==> src/rtl/cache_pkg.sv <==
`default_nettype none
// ============================================================================
//  Module      : cache_pkg
//  Description : Shared L1 cache-controller encodings. Holds the MESI block
//                state codes, the bus snoop request ops (SUREQ_*), the snoop
//                responses (SDRSP_*), the snoop handler FSM state enum and a
//                small helper for the reserved op code.
//  Revision    : 1.0 - initial release
// ============================================================================
package cache_pkg;

   // Block state codes as stored in the array.
   localparam logic [2:0] INVALID   = 3'd0;
   localparam logic [2:0] SHARED    = 3'd1;
   localparam logic [2:0] EXCLUSIVE = 3'd2;
   localparam logic [2:0] MODIFIED  = 3'd3;

   // Snoop request ops issued by the bus.
   localparam logic [1:0] SUREQ_RD   = 2'd0;
   localparam logic [1:0] SUREQ_RFO  = 2'd1;
   localparam logic [1:0] SUREQ_INV  = 2'd2;
   localparam logic [1:0] SUREQ_RSVD = 2'd3;

   // Snoop responses returned to the bus.
   localparam logic [1:0] SDRSP_OKAY = 2'd0;
   localparam logic [1:0] SDRSP_INV  = 2'd1;

   // Snoop handler control FSM.
   typedef enum logic [1:0] {
      ST_IDLE = 2'd0,
      ST_RD   = 2'd1,
      ST_CMP  = 2'd2,
      ST_RSP  = 2'd3
   } snp_hdl_st_e;

   function automatic logic op_is_rsvd(input logic [1:0] op);
      return (op == SUREQ_RSVD);
   endfunction

endpackage
`default_nettype wire

==> src/rtl/snp_req_handler_if.sv <==
`default_nettype none
// ============================================================================
//  Module      : snp_req_handler_if
//  Description : Bus and array signals of the snoop request handler.
//                slave  modport : handler side (snp_req_handler)
//                master modport : bus / array side (environment)
//                Groups: snoop request (valid/ready/op/addr), blk_lock,
//                array read (rd_en/idx/rd_tag/rd_st/rd_data), array state
//                write (wr_st_en/wr_st), snoop response (valid/ready/rsp/
//                dirty/data).
//  Revision    : 1.0 - initial release
// ============================================================================
interface snp_req_handler_if #(
   parameter int ADDR_WIDTH = 32,
   parameter int DATA_WIDTH = 512,
   parameter int IDX_WIDTH  = 6
);
   localparam int OFF_WIDTH = $clog2(DATA_WIDTH / 8);
   localparam int TAG_WIDTH = ADDR_WIDTH - IDX_WIDTH - OFF_WIDTH;

   logic                  snp_req_valid;
   logic                  snp_req_ready;
   logic [1:0]            snp_req_op;
   logic [ADDR_WIDTH-1:0] snp_req_addr;
   logic                  blk_lock;
   logic                  ary_rd_en;
   logic [IDX_WIDTH-1:0]  ary_idx;
   logic [TAG_WIDTH-1:0]  ary_rd_tag;
   logic [2:0]            ary_rd_st;
   logic [DATA_WIDTH-1:0] ary_rd_data;
   logic                  ary_wr_st_en;
   logic [2:0]            ary_wr_st;
   logic                  snp_rsp_valid;
   logic                  snp_rsp_ready;
   logic [1:0]            snp_rsp;
   logic                  snp_rsp_dirty;
   logic [DATA_WIDTH-1:0] snp_rsp_data;

   modport slave (
      input  snp_req_valid, snp_req_op, snp_req_addr, blk_lock,
      input  ary_rd_tag, ary_rd_st, ary_rd_data, snp_rsp_ready,
      output snp_req_ready, ary_rd_en, ary_idx, ary_wr_st_en, ary_wr_st,
      output snp_rsp_valid, snp_rsp, snp_rsp_dirty, snp_rsp_data
   );

   modport master (
      output snp_req_valid, snp_req_op, snp_req_addr, blk_lock,
      output ary_rd_tag, ary_rd_st, ary_rd_data, snp_rsp_ready,
      input  snp_req_ready, ary_rd_en, ary_idx, ary_wr_st_en, ary_wr_st,
      input  snp_rsp_valid, snp_rsp, snp_rsp_dirty, snp_rsp_data
   );

endinterface
`default_nettype wire

==> src/rtl/fsm_snp_req_ctrl.sv <==
`default_nettype none
// ============================================================================
//  Module      : fsm_snp_req_ctrl
//  Description : Combinational MESI snoop decode. Given hit, the current block
//                state and the snoop op, produces the next block state and
//                the bus response.
//                i_hit    : tag match on a valid block
//                i_op     : snoop op (SUREQ_*)
//                i_cur_st : current block state (INVALID on a miss)
//                o_nxt_st : state the block moves to
//                o_rsp    : SDRSP_OKAY on hit, SDRSP_INV on miss
//  Revision    : 1.0 - initial release
// ============================================================================
module fsm_snp_req_ctrl
   import cache_pkg::*;
(
   input  logic       i_hit,
   input  logic [1:0] i_op,
   input  logic [2:0] i_cur_st,
   output logic [2:0] o_nxt_st,
   output logic [1:0] o_rsp
);

   always_comb begin
      o_nxt_st = i_cur_st;
      o_rsp    = i_hit ? SDRSP_OKAY : SDRSP_INV;
      if (i_hit) begin
         case (i_op)
            // Another reader: any valid copy degrades to SHARED.
            SUREQ_RD:  o_nxt_st = SHARED;
            // Another writer takes ownership: drop our copy.
            SUREQ_RFO: o_nxt_st = INVALID;
            SUREQ_INV: o_nxt_st = INVALID;
            default:   o_nxt_st = i_cur_st;
         endcase
      end
   end

endmodule
`default_nettype wire

==> src/rtl/snp_req_handler.sv <==
`default_nettype none
// ============================================================================
//  Module      : snp_req_handler
//  Description : Bus-side snoop request front end of the L1 cache controller.
//                Accepts one snoop at a time, reads tag/state/data of the
//                indexed set, resolves hit/miss, writes back the new block
//                state and returns the snoop response (with dirty data when
//                the block was MODIFIED).
//                clk : rising-edge clock
//                rst : asynchronous active-high reset
//                bus : snp_req_handler_if.slave (request, array, response)
//  Revision    : 1.0 - initial release
// ============================================================================
module snp_req_handler
   import cache_pkg::*;
#(
   parameter int ADDR_WIDTH = 32,
   parameter int DATA_WIDTH = 512,
   parameter int IDX_WIDTH  = 6
) (
   input  logic                clk,
   input  logic                rst,
   snp_req_handler_if.slave    bus
);

   localparam int OFF_WIDTH = $clog2(DATA_WIDTH / 8);
   localparam int TAG_WIDTH = ADDR_WIDTH - IDX_WIDTH - OFF_WIDTH;

   snp_hdl_st_e           r_state;
   logic [1:0]            r_op;
   logic [TAG_WIDTH-1:0]  r_tag;
   logic [IDX_WIDTH-1:0]  r_idx;
   logic                  r_rd_en;
   logic                  r_rsp_valid;
   logic [1:0]            r_rsp;
   logic                  r_dirty;
   logic [DATA_WIDTH-1:0] r_data;

   logic                  w_req_ready;
   logic                  w_hit;
   logic                  w_rsvd;
   logic [2:0]            w_cur_st;
   logic [2:0]            w_nxt_st;
   logic [1:0]            w_rsp;
   logic                  w_dirty;
   logic                  w_wr_en;
   logic                  w_unused_off;

   // Byte offset within the block is irrelevant to a block snoop.
   assign w_unused_off = ^bus.snp_req_addr[OFF_WIDTH-1:0];

   assign w_req_ready = (r_state == ST_IDLE) && !bus.blk_lock;
   assign w_rsvd      = op_is_rsvd(r_op);

   // Array read data is only meaningful in CMP; the decode is qualified there.
   assign w_hit    = (bus.ary_rd_tag == r_tag) && (bus.ary_rd_st != INVALID);
   assign w_cur_st = w_hit ? bus.ary_rd_st : INVALID;
   assign w_dirty  = w_hit && (w_cur_st == MODIFIED) && !w_rsvd;
   assign w_wr_en  = (r_state == ST_CMP) && w_hit && !w_rsvd && (w_nxt_st != w_cur_st);

   fsm_snp_req_ctrl u_ctrl (
      .i_hit    (w_hit),
      .i_op     (r_op),
      .i_cur_st (w_cur_st),
      .o_nxt_st (w_nxt_st),
      .o_rsp    (w_rsp)
   );

   // ready is gated by rst so it reads 0 for the whole reset pulse.
   assign bus.snp_req_ready = w_req_ready && !rst;
   assign bus.ary_rd_en     = r_rd_en;
   assign bus.ary_idx       = r_idx;
   // The state write must land in the CMP cycle itself, so it is decoded
   // straight from the array read data rather than registered.
   assign bus.ary_wr_st_en  = w_wr_en;
   assign bus.ary_wr_st     = w_wr_en ? w_nxt_st : INVALID;
   assign bus.snp_rsp_valid = r_rsp_valid;
   assign bus.snp_rsp       = r_rsp;
   assign bus.snp_rsp_dirty = r_dirty;
   assign bus.snp_rsp_data  = r_data;

   always_ff @(posedge clk or posedge rst) begin
      if (rst) begin
         r_state     <= ST_IDLE;
         r_op        <= '0;
         r_tag       <= '0;
         r_idx       <= '0;
         r_rd_en     <= 1'b0;
         r_rsp_valid <= 1'b0;
         r_rsp       <= '0;
         r_dirty     <= 1'b0;
         r_data      <= '0;
      end else begin
         case (r_state)
            ST_IDLE: begin
               if (bus.snp_req_valid && w_req_ready) begin
                  r_op    <= bus.snp_req_op;
                  r_tag   <= bus.snp_req_addr[ADDR_WIDTH-1 -: TAG_WIDTH];
                  r_idx   <= bus.snp_req_addr[OFF_WIDTH +: IDX_WIDTH];
                  r_rd_en <= 1'b1;
                  r_state <= ST_RD;
               end
            end
            ST_RD: begin
               r_rd_en <= 1'b0;
               r_state <= ST_CMP;
            end
            ST_CMP: begin
               r_rsp       <= w_rsp;
               r_dirty     <= w_dirty;
               r_data      <= w_dirty ? bus.ary_rd_data : '0;
               r_rsp_valid <= 1'b1;
               r_state     <= ST_RSP;
            end
            ST_RSP: begin
               if (bus.snp_rsp_ready) begin
                  r_rsp_valid <= 1'b0;
                  r_rsp       <= '0;
                  r_dirty     <= 1'b0;
                  r_data      <= '0;
                  r_state     <= ST_IDLE;
               end
            end
            default: r_state <= ST_IDLE;
         endcase
      end
   end

endmodule
`default_nettype wire

==> src/flat_wrapper.sv <==
// flat-port wrapper written by rule: the top's interface ports become plain ports
module snp_req_handler_flat import cache_pkg::*;
#(
   parameter int ADDR_WIDTH = 32,
   parameter int DATA_WIDTH = 512,
   parameter int IDX_WIDTH  = 6
)
  (clk, rst, bus_snp_req_valid, bus_snp_req_op, bus_snp_req_addr, bus_blk_lock, bus_ary_rd_tag, bus_ary_rd_st, bus_ary_rd_data, bus_snp_rsp_ready, bus_snp_req_ready, bus_ary_rd_en, bus_ary_idx, bus_ary_wr_st_en, bus_ary_wr_st, bus_snp_rsp_valid, bus_snp_rsp, bus_snp_rsp_dirty, bus_snp_rsp_data);
  snp_req_handler_if #(.ADDR_WIDTH(ADDR_WIDTH), .DATA_WIDTH(DATA_WIDTH), .IDX_WIDTH(IDX_WIDTH)) bus_i ();
  input  logic clk;
  input  logic rst;
  input wire logic [$bits(bus_i.snp_req_valid)-1:0] bus_snp_req_valid;
  input wire logic [$bits(bus_i.snp_req_op)-1:0] bus_snp_req_op;
  input wire logic [$bits(bus_i.snp_req_addr)-1:0] bus_snp_req_addr;
  input wire logic [$bits(bus_i.blk_lock)-1:0] bus_blk_lock;
  input wire logic [$bits(bus_i.ary_rd_tag)-1:0] bus_ary_rd_tag;
  input wire logic [$bits(bus_i.ary_rd_st)-1:0] bus_ary_rd_st;
  input wire logic [$bits(bus_i.ary_rd_data)-1:0] bus_ary_rd_data;
  input wire logic [$bits(bus_i.snp_rsp_ready)-1:0] bus_snp_rsp_ready;
  output wire logic [$bits(bus_i.snp_req_ready)-1:0] bus_snp_req_ready;
  output wire logic [$bits(bus_i.ary_rd_en)-1:0] bus_ary_rd_en;
  output wire logic [$bits(bus_i.ary_idx)-1:0] bus_ary_idx;
  output wire logic [$bits(bus_i.ary_wr_st_en)-1:0] bus_ary_wr_st_en;
  output wire logic [$bits(bus_i.ary_wr_st)-1:0] bus_ary_wr_st;
  output wire logic [$bits(bus_i.snp_rsp_valid)-1:0] bus_snp_rsp_valid;
  output wire logic [$bits(bus_i.snp_rsp)-1:0] bus_snp_rsp;
  output wire logic [$bits(bus_i.snp_rsp_dirty)-1:0] bus_snp_rsp_dirty;
  output wire logic [$bits(bus_i.snp_rsp_data)-1:0] bus_snp_rsp_data;
  assign bus_i.snp_req_valid = bus_snp_req_valid;
  assign bus_i.snp_req_op = bus_snp_req_op;
  assign bus_i.snp_req_addr = bus_snp_req_addr;
  assign bus_i.blk_lock = bus_blk_lock;
  assign bus_i.ary_rd_tag = bus_ary_rd_tag;
  assign bus_i.ary_rd_st = bus_ary_rd_st;
  assign bus_i.ary_rd_data = bus_ary_rd_data;
  assign bus_i.snp_rsp_ready = bus_snp_rsp_ready;
  assign bus_snp_req_ready = bus_i.snp_req_ready;
  assign bus_ary_rd_en = bus_i.ary_rd_en;
  assign bus_ary_idx = bus_i.ary_idx;
  assign bus_ary_wr_st_en = bus_i.ary_wr_st_en;
  assign bus_ary_wr_st = bus_i.ary_wr_st;
  assign bus_snp_rsp_valid = bus_i.snp_rsp_valid;
  assign bus_snp_rsp = bus_i.snp_rsp;
  assign bus_snp_rsp_dirty = bus_i.snp_rsp_dirty;
  assign bus_snp_rsp_data = bus_i.snp_rsp_data;
  snp_req_handler #(.ADDR_WIDTH(ADDR_WIDTH), .DATA_WIDTH(DATA_WIDTH), .IDX_WIDTH(IDX_WIDTH)) u_core (.clk(clk), .rst(rst), .bus(bus_i));
endmodule
==> config.mk <==
export PLATFORM = sky130hd
export DESIGN_NAME = snp_req_handler_flat
export DESIGN_NICKNAME = d
export VERILOG_FILES = /design/src/rtl/cache_pkg.sv /design/src/rtl/snp_req_handler_if.sv /design/src/rtl/fsm_snp_req_ctrl.sv /design/src/rtl/snp_req_handler.sv /design/src/flat_wrapper.sv
export SDC_FILE = /design/constraint.sdc
export NUM_CORES = 1
export LEC_CHECK = 0
export ABC_CLOCK_PERIOD_IN_PS = 31700
export CAP_MARGIN = 30
export CORE_AREA = 2 2 431 433
export DETAILED_ROUTE_END_ITERATION = 6
export DIE_AREA = 0 0 433 435
export GPL_ROUTABILITY_DRIVEN = 0
export REMOVE_ABC_BUFFERS = 1
export SYNTH_ARGS = -nofsm -noshare
export SYNTH_HDL_FRONTEND = slang
export SYNTH_SLANG_ARGS = --single-unit
==> constraint.sdc <==
create_clock -name clk -period 31.7 [get_ports clk]
set_clock_uncertainty 0.05 [all_clocks]
set_input_delay 6.34 -clock clk [delete_from_list [all_inputs] [get_ports clk]]
set_output_delay 6.34 -clock clk [all_outputs]
set_load 0.01 [all_outputs]
# Word level (Yosys, flattened, before mapping)
# Index checks and enable logic that the tools add are counted.
# op_classes
eq_ne	11
n_mux	17
reduce_logical	22
# op_table
op	n
512-bit two-way mux	2
512-bit case mux with 2 select lines	1
20-bit == test	1
1-bit logical AND	9
3-bit two-way mux	3
2-bit == test (second input constant)	4
2-bit case mux with 4 select lines	1
2-bit AND reduction	4
1-bit case mux with 2 select lines	3
3-bit case mux with 2 select lines	1
2-bit by 1-bit == test with 1-bit output (second input constant)	2
2-bit zero test	2
2-bit two-way mux	2
2-bit != test (second input constant)	2
2-bit case mux with 2 select lines	1
2-bit nonzero test	2
3-bit by 2-bit == test with 1-bit output (second input constant)	1
1-bit zero test	3
1-bit two-way mux	3
3-bit != test	1
3-bit nonzero test	1
2-bit OR reduction	1
# totals
register_bits	547
inputBits	574
output_inout_bits	528

# Depth between registers and ports, before layout
# Gate-level depths: netlist (run 1).
# depth
word_depth	8
mapped_depth	9
mapped_depth_nobuf	6

# By module
# A second synthesis (run 1) with hierarchy kept.
# unflattened
cells_unflattened	2494
area_unflattened_um2	23917.9
# modules_own_cells
mod	instances	cells_each	area_each_um2
snp_req_handler	1	2485	23855.4
fsm_snp_req_ctrl	1	9	62.6

# Least setup slack after synthesis (run 1)
# Ideal clock, no wire load.
# synth_path
path_kind	input to output
from	input port bus_ary_rd_tag[9]
to	output port bus_ary_wr_st[0]
arrival_ns	7.531
t_required_ns	25.310
setup_slack_ns	17.779
stages	5
n_path_buf	1
cell_sequence	xor2_1 -> nor4_2 -> buf_2 -> nand4_1 -> nor4_1
# synth_between
elab_chain_len	8
# synth_rtl
item	line	text
start: declaration	flat_wrapper.sv:16	input wire logic [$bits(bus_i.ary_rd_tag)-1:0] bus_ary_rd_tag;
20-bit == test *	snp_req_handler.sv:56	assign w_hit = (bus.ary_rd_tag == r_tag) && (bus.ary_rd_st != INVALID);
1-bit logical AND *	snp_req_handler.sv:56	
3-bit two-way mux	snp_req_handler.sv:57	assign w_cur_st = w_hit ? bus.ary_rd_st : INVALID;
3-bit case mux with 2 select lines	fsm_snp_req_ctrl.sv:28	case (i_op)
3-bit two-way mux	fsm_snp_req_ctrl.sv:27	if (i_hit) begin
3-bit != test	snp_req_handler.sv:59	assign w_wr_en = (r_state == ST_CMP) && w_hit && !w_rsvd && (w_nxt_st != w_cur_st);
1-bit logical AND	snp_req_handler.sv:59	
3-bit two-way mux *	snp_req_handler.sv:76	assign bus.ary_wr_st = w_wr_en ? w_nxt_st : INVALID;
end: declaration	flat_wrapper.sv:24	output wire logic [$bits(bus_i.ary_wr_st)-1:0] bus_ary_wr_st;
# Every way passes the cells marked *; elsewhere a longest branch is shown, timed or not.

# Final worst setup path (run 1)
# layout_path
from	input port bus_ary_rd_tag[9]
to	output port bus_ary_wr_st_en
# layout_between
elab_chain_len	7
# layout_rtl
item	line	text
20-bit == test *	snp_req_handler.sv:56	
1-bit logical AND *	snp_req_handler.sv:56	
3-bit two-way mux	snp_req_handler.sv:57	
3-bit case mux with 2 select lines	fsm_snp_req_ctrl.sv:28	
3-bit two-way mux	fsm_snp_req_ctrl.sv:27	
3-bit != test	snp_req_handler.sv:59	
1-bit logical AND *	snp_req_handler.sv:59	
end: declaration	flat_wrapper.sv:23	output wire logic [$bits(bus_i.ary_wr_st_en)-1:0] bus_ary_wr_st_en;
# Marks and branches as above.

==> impl_metrics.yaml, run 1 <==
global_route:
  antenna_found_initial: 87
  grt_pass1_wl_um: 201700
  grt_max_degree: 195
  grt_pass1_vias: 23980
  grt_overflow: 0
  grt_use_total_pct: 15.25
pwr:
  power_density_nw_per_um2: 55.42
  p_int_uw: 1388
  power_leakage_uw: 0.01416
  pwr-share-comb_pct: 25.5
  switching_share_pct: 36.43
  p_sw_uw: 795.2
  ir_worst_vdd_v: 0.00006691
  p_clk_share_pct: 40.8
  seq_power_share_pct: 33.7
layout:
  utilization_pct: 21.40
  syn_to_final_growth_pct: 65.37
  mostFrequentLayoutCell: "clkdlybuf4s50_1"
  multi_input_area_sq_um: 8574
  layout-drive-gt1-share_pct: 5.881
  seqCellArea_sq_um: 13660
  most-common-layout-cells: "1092 x clkdlybuf4s50_1, 546 x dfrtp_1, 517 x nand2_1"
  fillers: 20170
  num-nets-final: 3973
synth:
  synthFlopType: "dfrtp_1"
  synth-async-reset-ratio_pct: 100.0
  synth_edf_count: 0
  synth_top_area_share_pct: 57.36
  synth_seq_cells: 546
  yosys_warnings: 0
  synthTopCellsByArea: "dfrtp_1 57%, nand4_1 13%, o21ai_1 9.6%, nand2_1 8.1%, buf_2 2.4%"
  synth_cell_type_count: 35
  syn-instance-count: 2471
  ys_seq_area_share_pct: 57.36
  synthesis.area_sq_um: 23820
  syn_avg_cell_area_sq_um: 9.639
  synth_largest_area_cell: "dfrtp_1"
clock_network:
  cts_setup_buffers: 0
  cts_max_path_buffers: 3
  clkLatencyLatePin_ps: 690
  cts_resized: 0
  clkTransAtPathRegs_ps: 60
  cts_sinks: 546
  cts_buffers: 74
  cts_tree: "built"
  htreeDepth: 3
  cts-root-buf: "clkbuf_16"
  ctsHoldBuffers: 0
timing:
  worstMarginPinSlew_ps: 1158
  finalCritPeriodShare_pct: 52.46
  rsz0062_at_grt: "false"
  hold-worst-slack_ps: 427.4
  finalHoldViolCount: 0
  setup_tns_ps: 0
  slew_viol_final: 0
  setup_viol: 0
  clock.fmax_mhz: 60.13
  relSlewSlack_pct: 22.80
  finalCriticalPeriod_ps: 16630
critical_path:
  worst-path-max-fanout: 167
  r2r_cells: 10
  worstSetupStartpointType: "input pin"
  worstSetupEndpointType: "primary output"
  r2r_start: "u_core.r_state[0]"
  worstPathRequired_ps: 25310
  crit_arrival_ps: 10240
  critPathKind: "in2out"
  worstReg2RegEnd: "u_core.bus.snp_rsp_data[332]"
  r2r_slack_ps: 26560
place:
  hpwl_um: 112700
  port_buffers: 1092
floorplan:
  die_h_um: 435
  row_count: 158
  core_area_sq_um: 184000
  initial_core_util_pct: 12.94
  die_area_sq_um: 188400
  die_x_um: 433
  io_pins: 1102
detailed_routing:
  drtPass1Iterations: 7
  via_count: 23970
  drt_first_iter_violations: 1958
  wl_per_cell_um: 24.92
  ant_nets: 0
  wirelength_um: 148300
  viasPerCell: 4.028
  drc: 0
min_path:
  hold_depth: 2
  hp-class: "reg2reg"
  hold_end: "u_core.bus.snp_rsp_data[257]"
  holdCritStartpoint: "u_core.bus.snp_rsp_data[257]"
job:
  cap_violations: 0
status:
  outcome: "complete, no violations"
## power by group through the flow
stage | combinational [uW] | clock [uW] | sequential [uW]
CTS | 546 | 930 | 735
detailed placement | 543 | 0 | 748
finish | 556 | 891 | 735
global route | 595 | 948 | 737
floorplan | 253 | 0 | 746
global placement | 530 | 0 | 747
## sequential cells by signal, summed over array words and instances, names as in the netlist
| name | cells |
|---|---|
| u_core.bus.snp_rsp_valid | 1 |
| u_core.bus.snp_rsp | 1 |
| u_core.r_state | 2 |
| u_core.bus.snp_rsp_dirty | 1 |
| u_core.r_op | 2 |
| u_core.r_tag | 20 |
| u_core.bus.ary_idx | 6 |
| u_core.bus.ary_rd_en | 1 |
| u_core.bus.snp_rsp_data | 512 |
## logic make-up after synthesis
| kind of cell | synth area share [%] |
|---|---|
| simple gates | 22.42 |
| flops | 57.36 |
| other cells | 0.01574 |
| buf+inv | 6.792 |
| fa+ha+maj | 0.2101 |
| compound gates | 11.10 |
| xor+xnor | 0.7722 |
| mux | 1.324 |
## how the worst max path moves through the flow
stage                            startpoint          endpoint  slack [ps]  cells past startpoint
after floorplan           bus_ary_rd_tag[9]  bus_ary_wr_st[0]       -2940                      4
after global placement    bus_ary_rd_tag[9]  bus_ary_wr_st_en       15080                      7
after detailed placement  bus_ary_rd_tag[9]  bus_ary_wr_st_en       15130                      7
after CTS                 bus_ary_rd_tag[9]  bus_ary_wr_st_en       15130                      7
after global routing      bus_ary_rd_tag[9]  bus_ary_wr_st_en       15170                      7
final                     bus_ary_rd_tag[9]  bus_ary_wr_st_en       15070                      7
## per-layer routing
metal	global-route usage, %	wire (um)	up-vias
met2	24.28	68700	1110
met5	0	41	-
li1	-	-	10760
met1	16.67	54340	11790
met3	8.313	19170	312
met4	6.514	6041	6
## cells in the mapped netlist (3+ instances only)
master	number
buf_1	13
ha_1	4
nand2_1	517
nor4_2	4
nand4_1	513
nor2b_1	4
buf_4	19
o21ai_2	4
o21ai_0	54
inv_1	4
dfrtp_1	546
mux2_2	28
a21oi_1	3
xor2_1	20
o21ai_1	456
nor3_1	4
buf_6	40
buf_2	114
clkbuf_1	104
nor4_1	4
## stage by stage
stage               instance area [sq um]  cells  power (uW)  worst slack, ps
global placement                    36630   5792        1277            15080
finish                              39390   5951        2183            15070
floorplan                           22220   2183       998.3            -2941
CTS                                 39230   5928        2210            15130
detailed placement                  36720   5795        1291            15130
global route                        39380   5946        2280            15170
## final cells by class
| type | count | area share [%] |
|---|---|---|
| diodes | 19 | 0.1207 |
| inverters | 4 | 0.05718 |
| multi-input cells | 1633 | 21.77 |
| clock buffers | 109 | 5.518 |
| well taps | 2480 | 7.878 |
| clock inverters | 24 | 0.8640 |
| flip-flops and latches | 546 | 34.69 |
| repair buffers | 1136 | 29.10 |
## worst max-delay path, cell delays in order
cell and delay (ps):
clkdlybuf4s50_1 420, xor2_1 170, nor4_4 340, buf_12 610, nand4_1 580, nor3_1 1050
clkdlybuf4s50_1 710
Power figures use the tool's default switching activity.
==> inputs of run 2 (changes only) <==
--- a/config.mk
+++ b/config.mk
@@ -5,11 +5,11 @@
 export SDC_FILE = /design/constraint.sdc
 export NUM_CORES = 1
 export LEC_CHECK = 0
-export ABC_CLOCK_PERIOD_IN_PS = 31700
+export ABC_CLOCK_PERIOD_IN_PS = 16800
 export CAP_MARGIN = 30
-export CORE_AREA = 2 2 431 433
+export CORE_AREA = 2 2 434 436
 export DETAILED_ROUTE_END_ITERATION = 6
-export DIE_AREA = 0 0 433 435
+export DIE_AREA = 0 0 436 438
 export GPL_ROUTABILITY_DRIVEN = 0
 export REMOVE_ABC_BUFFERS = 1
 export SYNTH_ARGS = -nofsm -noshare
==> constraint.sdc (replaced) <==
create_clock -name clk -period 16.8 [get_ports clk]
set_clock_uncertainty 0.05 [all_clocks]
set_input_delay 3.36 -clock clk [delete_from_list [all_inputs] [get_ports clk]]
set_output_delay 3.36 -clock clk [all_outputs]
set_load 0.01 [all_outputs]
==> run 2 against run 1 <==
Net effect: design area up 0.19%; combinational power up 92%; critical path depth down 1.
==> impl_metrics.yaml, run 2 (same netlist as run 1, synthesis figures left out) <==
timing:
  finalHoldViolCount: 0
  setup_tns_ps: 0
  clock.fmax_mhz: 104.4
  rsz0062_at_grt: "false"
  finalCriticalPeriod_ps: 9576
  finalWorstSetupSlack_ps: 7224
  relSlewSlack_pct: 19.52
  slew_viol_final: 0
  setup_viol: 0
  worstMarginPinSlew_ps: 1207
  finalCritPeriodShare_pct: 57.00
pwr:
  power_density_nw_per_um2: 104.5
  pwr-share-comb_pct: 25.9
  p_clk_share_pct: 40.6
  p_sw_uw: 1532
  switching_share_pct: 37.13
  p_int_uw: 2593
  seq_power_share_pct: 33.5
  power_leakage_uw: 0.01419
  ir_worst_vdd_v: 0.00008678
floorplan:
  row_count: 159
  io_pins: 1102
  die_area_sq_um: 191000
  die_h_um: 438
  die_x_um: 436
  core_area_sq_um: 186600
  initial_core_util_pct: 12.76
detailed_routing:
  ant_nets: 0
  via_count: 24030
  wirelength_um: 151400
  wl_per_cell_um: 25.33
  drt_first_iter_violations: 2197
  drtPass1Iterations: 7
  viasPerCell: 4.021
  drc: 0
layout:
  most-common-layout-cells: "1092 x clkdlybuf4s50_1, 546 x dfrtp_1, 517 x nand2_1"
  fillers: 20490
  syn_to_final_growth_pct: 65.69
  utilization_pct: 21.15
  layout-drive-gt1-share_pct: 6.270
  mostFrequentLayoutCell: "clkdlybuf4s50_1"
  num-nets-final: 3981
  largest_register_ffs: 512
  instances_no_fill: 5977
critical_path:
  worstPathRequired_ps: 13390
  r2r_start: "u_core.r_tag[19]"
  crit_start: "bus_ary_rd_tag[8]"
  worstSetupEndpointType: "primary output"
  worstSetupStartpointType: "input pin"
  critPathKind: "in2out"
  crit_arrival_ps: 6170
  worst-path-max-fanout: 2
clock_network:
  cts_buffers: 74
  htreeDepth: 3
  cts_tree: "built"
  clkLatencyLatePin_ps: 690
  clkTransAtPathRegs_ps: 60
  cts_sinks: 546
  cts_setup_buffers: 0
  ctsHoldBuffers: 0
  cts-root-buf: "clkbuf_16"
  cts_resized: 0
  cts_max_path_buffers: 3
global_route:
  grt_max_degree: 180
  grt_overflow: 0
  antenna_found_initial: 86
  grt_pass1_vias: 23800
  grt_pass1_wl_um: 205900
  grt_use_total_pct: 15.25
job:
  cap_violations: 0
place:
  dp.cells: 5820
  port_buffers: 1092
  place_ws_ps: 7242
  hpwl_um: 116100
status:
  outcome: "complete, no violations"
min_path:
  hp-class: "reg2reg"
  holdCritStartpoint: "u_core.bus.snp_rsp_data[174]"
-- run 2: changes by cell type in the layout (fill, tap and decap cells not counted), moves of 2 or more --
cell        previous run  this run
clkinvlp_4             1         5
clkinv_2               7        13
clkbuf_8              19        13
diode_2               19        21
clkbuf_1              16        12
buf_4                 32        41
-- run 2: metrics by stage --
stage	power (uW)	hold WS (ps)	cell area (sq um)
after CTS	4165	427.8	39360
after global routing	4296	446.9	39460
after floorplan	1877	444.1	22220
after global placement	2429	412.7	36680
after detailed placement	2456	413.8	36840
final	4125	427.8	39460
-- run 2: layout make-up --
type | instances | area, sq um | area share, %
Antenna cell | 21 | 52.55 | 0.1332
Clock buffer | 100 | 2101 | 5.323
Clock inverter | 34 | 410.4 | 1.040
Inverter | 4 | 22.52 | 0.05707
Multi-Input combinational cell | 1633 | 8581 | 21.74
Sequential cell | 546 | 13660 | 34.62
Tap cell | 2495 | 3122 | 7.911
Timing Repair Buffer | 1144 | 11510 | 29.17
-- run 2: worst paths after layout --
check | endpoint | slack (ps) | depth (start not counted)
min in group asynchronous | u_core.bus.snp_rsp_data[279] | 3140 | 2
hold / removal | u_core.bus.snp_rsp_data[174] | 430 | 2
hold reg to reg | u_core.bus.snp_rsp_data[174] | 430 | 2
setup reg to reg | u_core.bus.snp_rsp_data[148] | 11530 | 9
max in group asynchronous | u_core.bus.snp_rsp_data[292] | 11450 | 5
setup / recovery | bus_ary_wr_st[0] | 7220 | 6
-- run 2: routing by layer --
metal	global-route usage [%]	wire length [um]	vias to the layer above
met5	0	38	-
met4	5.715	4776	6
met3	6.338	15040	272
met2	24.69	72540	1083
met1	17.93	59030	11910
li1	-	-	10770
-- run 2: worst max-delay path: stages --
cell and delay (ps):
clkdlybuf4s50_1 470, xor2_1 210, nor4_2 750, nand4_1 360, nor4_1 390, clkdlybuf4s50_1 620
-- run 2: power groups by stage --
| stage | sequential (uW) | clock (uW) | combinational [uW] |
|---|---|---|---|
| 6_report | 1380 | 1680 | 1070 |
| 5_1_grt | 1390 | 1780 | 1130 |
| 3_5_place_dp | 1410 | 0 | 1050 |
| 3_3_place_gp | 1400 | 0 | 1030 |
| 2_1_floorplan | 1410 | 0 | 471 |
| 4_1_cts | 1380 | 1730 | 1050 |
==> inputs of run 3 (changes only) <==
--- a/config.mk
+++ b/config.mk
@@ -5,11 +5,11 @@
 export SDC_FILE = /design/constraint.sdc
 export NUM_CORES = 1
 export LEC_CHECK = 0
-export ABC_CLOCK_PERIOD_IN_PS = 16800
+export ABC_CLOCK_PERIOD_IN_PS = 8400
 export CAP_MARGIN = 30
-export CORE_AREA = 2 2 434 436
+export CORE_AREA = 2 2 430 432
 export DETAILED_ROUTE_END_ITERATION = 6
-export DIE_AREA = 0 0 436 438
+export DIE_AREA = 0 0 432 434
 export GPL_ROUTABILITY_DRIVEN = 0
 export REMOVE_ABC_BUFFERS = 1
 export SYNTH_ARGS = -nofsm -noshare
==> constraint.sdc (replaced) <==
create_clock -name clk -period 8.4 [get_ports clk]
set_clock_uncertainty 0.05 [all_clocks]
set_input_delay 1.68 -clock clk [delete_from_list [all_inputs] [get_ports clk]]
set_output_delay 1.68 -clock clk [all_outputs]
set_load 0.01 [all_outputs]
==> run 3 against run 2 <==
Net effect: register-to-register slack worse by 7200 ps; largest cell class unchanged; sequential power up 100%; first-iteration DRC count grew 12%; core utilization is 0.34 points higher; worst hold slack about the same; non-clock buffer count decreased by 15; sequential share of layout area rose by 0.22 points; critical endpoint unchanged; largest power group unchanged; worst setup slack worse by 4800 ps.
==> impl_metrics.yaml, run 3 (same netlist as run 1, synthesis figures left out) <==
status:
  outcome: "complete, no violations"
place:
  port_buffers: 1092
  dp.cells: 5697
  hpwl_um: 114500
detailed_routing:
  wl_per_cell_um: 25.84
  drt_first_iter_violations: 2458
  ant_nets: 0
  wirelength_um: 151300
  via_count: 24230
  viasPerCell: 4.139
  drc: 0
  drtPass1Iterations: 6
pwr:
  pwr-share-comb_pct: 25.8
  power_density_nw_per_um2: 208.2
  power_leakage_uw: 0.01410
  p_int_uw: 5136
  p_sw_uw: 3029
  ir_worst_vdd_v: 0.0004446
  p_clk_share_pct: 40.1
  seq_power_share_pct: 34.1
  switching_share_pct: 37.10
timing:
  worstMarginPinSlew_ps: 1154
  finalHoldViolCount: 0
  slew_viol_final: 0
  finalCriticalPeriod_ps: 6001
  rsz0062_at_grt: "false"
  finalCritPeriodShare_pct: 71.44
  clock.fmax_mhz: 166.6
  setup_viol: 0
  relSlewSlack_pct: 23.07
  setup_tns_ps: 0
clock_network:
  ctsHoldBuffers: 0
  clkLatencyLatePin_ps: 670
  cts_sinks: 546
  cts-root-buf: "clkbuf_16"
  cts_buffers: 74
  htreeDepth: 3
  cts_tree: "built"
  cts_max_path_buffers: 3
  cts_resized: 0
  cts_setup_buffers: 0
  clkTransAtPathRegs_ps: 60
layout:
  mostFrequentLayoutCell: "clkdlybuf4s50_1"
  instances_no_fill: 5855
  most-common-layout-cells: "1092 x clkdlybuf4s50_1, 546 x dfrtp_1, 517 x nand2_1"
  syn_to_final_growth_pct: 64.64
  num-nets-final: 3966
  fillers: 19930
  layout-drive-gt1-share_pct: 5.631
  multi_input_area_sq_um: 8574
  seqCellArea_sq_um: 13660
  largest_register_ffs: 512
global_route:
  grt_max_degree: 188
  grt_pass1_vias: 23850
  antenna_found_initial: 76
  grt_pass1_wl_um: 202500
  grt_overflow: 0
  grt_use_total_pct: 15.39
floorplan:
  core_area_sq_um: 182500
  initial_core_util_pct: 13.05
  die_area_sq_um: 187500
  die_h_um: 434
  row_count: 157
  die_x_um: 432
  io_pins: 1102
critical_path:
  worstSetupStartpointType: "input pin"
  critPathKind: "in2out"
  worstPathRequired_ps: 6670
  worstSetupEndpointType: "primary output"
  crit_arrival_ps: 4270
  worst-path-max-fanout: 2
job:
  cap_violations: 0
min_path:
  hp-class: "reg2reg"
[run 3: changes by cell type in the layout (fill, tap and decap cells not counted), sizes merged]
cell      change
buf          -15
clkbuf        +8
diode         +4
inv           -4
bufinv        -2
clkinvlp      -2
clkinv        -1
[run 3: layer usage]
| layer | global-route usage [%] | part of all wire [%] |
|---|---|---|
| met1 | 17.69 | 38 |
| met4 | 8.426 | 4.6 |
| met5 | 0 | 0.041 |
| met2 | 23.37 | 46 |
| met3 | 7.452 | 12 |
[run 3: critical path: stages]
cell	delay, ps
clkdlybuf4s50_1	470
xor2_1	210
nor4_1	330
buf_4	180
nand4_1	370
nor4_1	420
clkdlybuf4s50_1	590
[run 3: layout make-up]
type                    instances  area share [%]
clock inverters                25          0.7722
repair buffers               1129           29.18
multi-input cells            1633           21.87
clock buffers                 108           5.514
flip-flops and latches        546           34.84
well taps                    2385           7.610
diodes                         25          0.1595
inverters                       4         0.05743
[run 3: power by group through the flow]
stage	Clock (uW)	Sequential (uW)	Combinational (uW)
finish	3270	2780	2110
detailed placement	0	2830	2100
global route	3480	2790	2230
floorplan	0	2810	701
CTS	3390	2780	2100
global placement	0	2820	2070
[run 3: path summary, 6_finish.rpt]
path,start,endpoint,slack (ps),depth (start not counted)
setup / recovery,bus_ary_rd_tag[8],bus_ary_wr_st[0],2400,7
hold / removal,u_core.bus.snp_rsp_data[143],u_core.bus.snp_rsp_data[143],430,2
setup reg to reg,u_core.r_tag[9],u_core.bus.snp_rsp_data[147],4330,7
hold reg to reg,u_core.bus.snp_rsp_data[143],u_core.bus.snp_rsp_data[143],430,2
max in group asynchronous,rst,u_core.bus.snp_rsp_data[193],5180,3
min in group asynchronous,rst,u_core.bus.ary_rd_en,1460,2
[run 3: metrics by stage]
stage | setup WS [ps] | utilization (%) | hold slack [ps] | power (uW) | instance area [sq um]
after floorplan | -16920 | - | 444.1 | 3514 | 22220
after global placement | 2366 | 20.08 | 413.0 | 4892 | 36640
after detailed placement | 2365 | 20.10 | 418.5 | 4932 | 36690
after CTS | 2361 | 21.45 | 432.2 | 8271 | 39150
after global routing | 2319 | 21.48 | 451.4 | 8507 | 39210
final | 2399 | 21.49 | 427.4 | 8165 | 39210
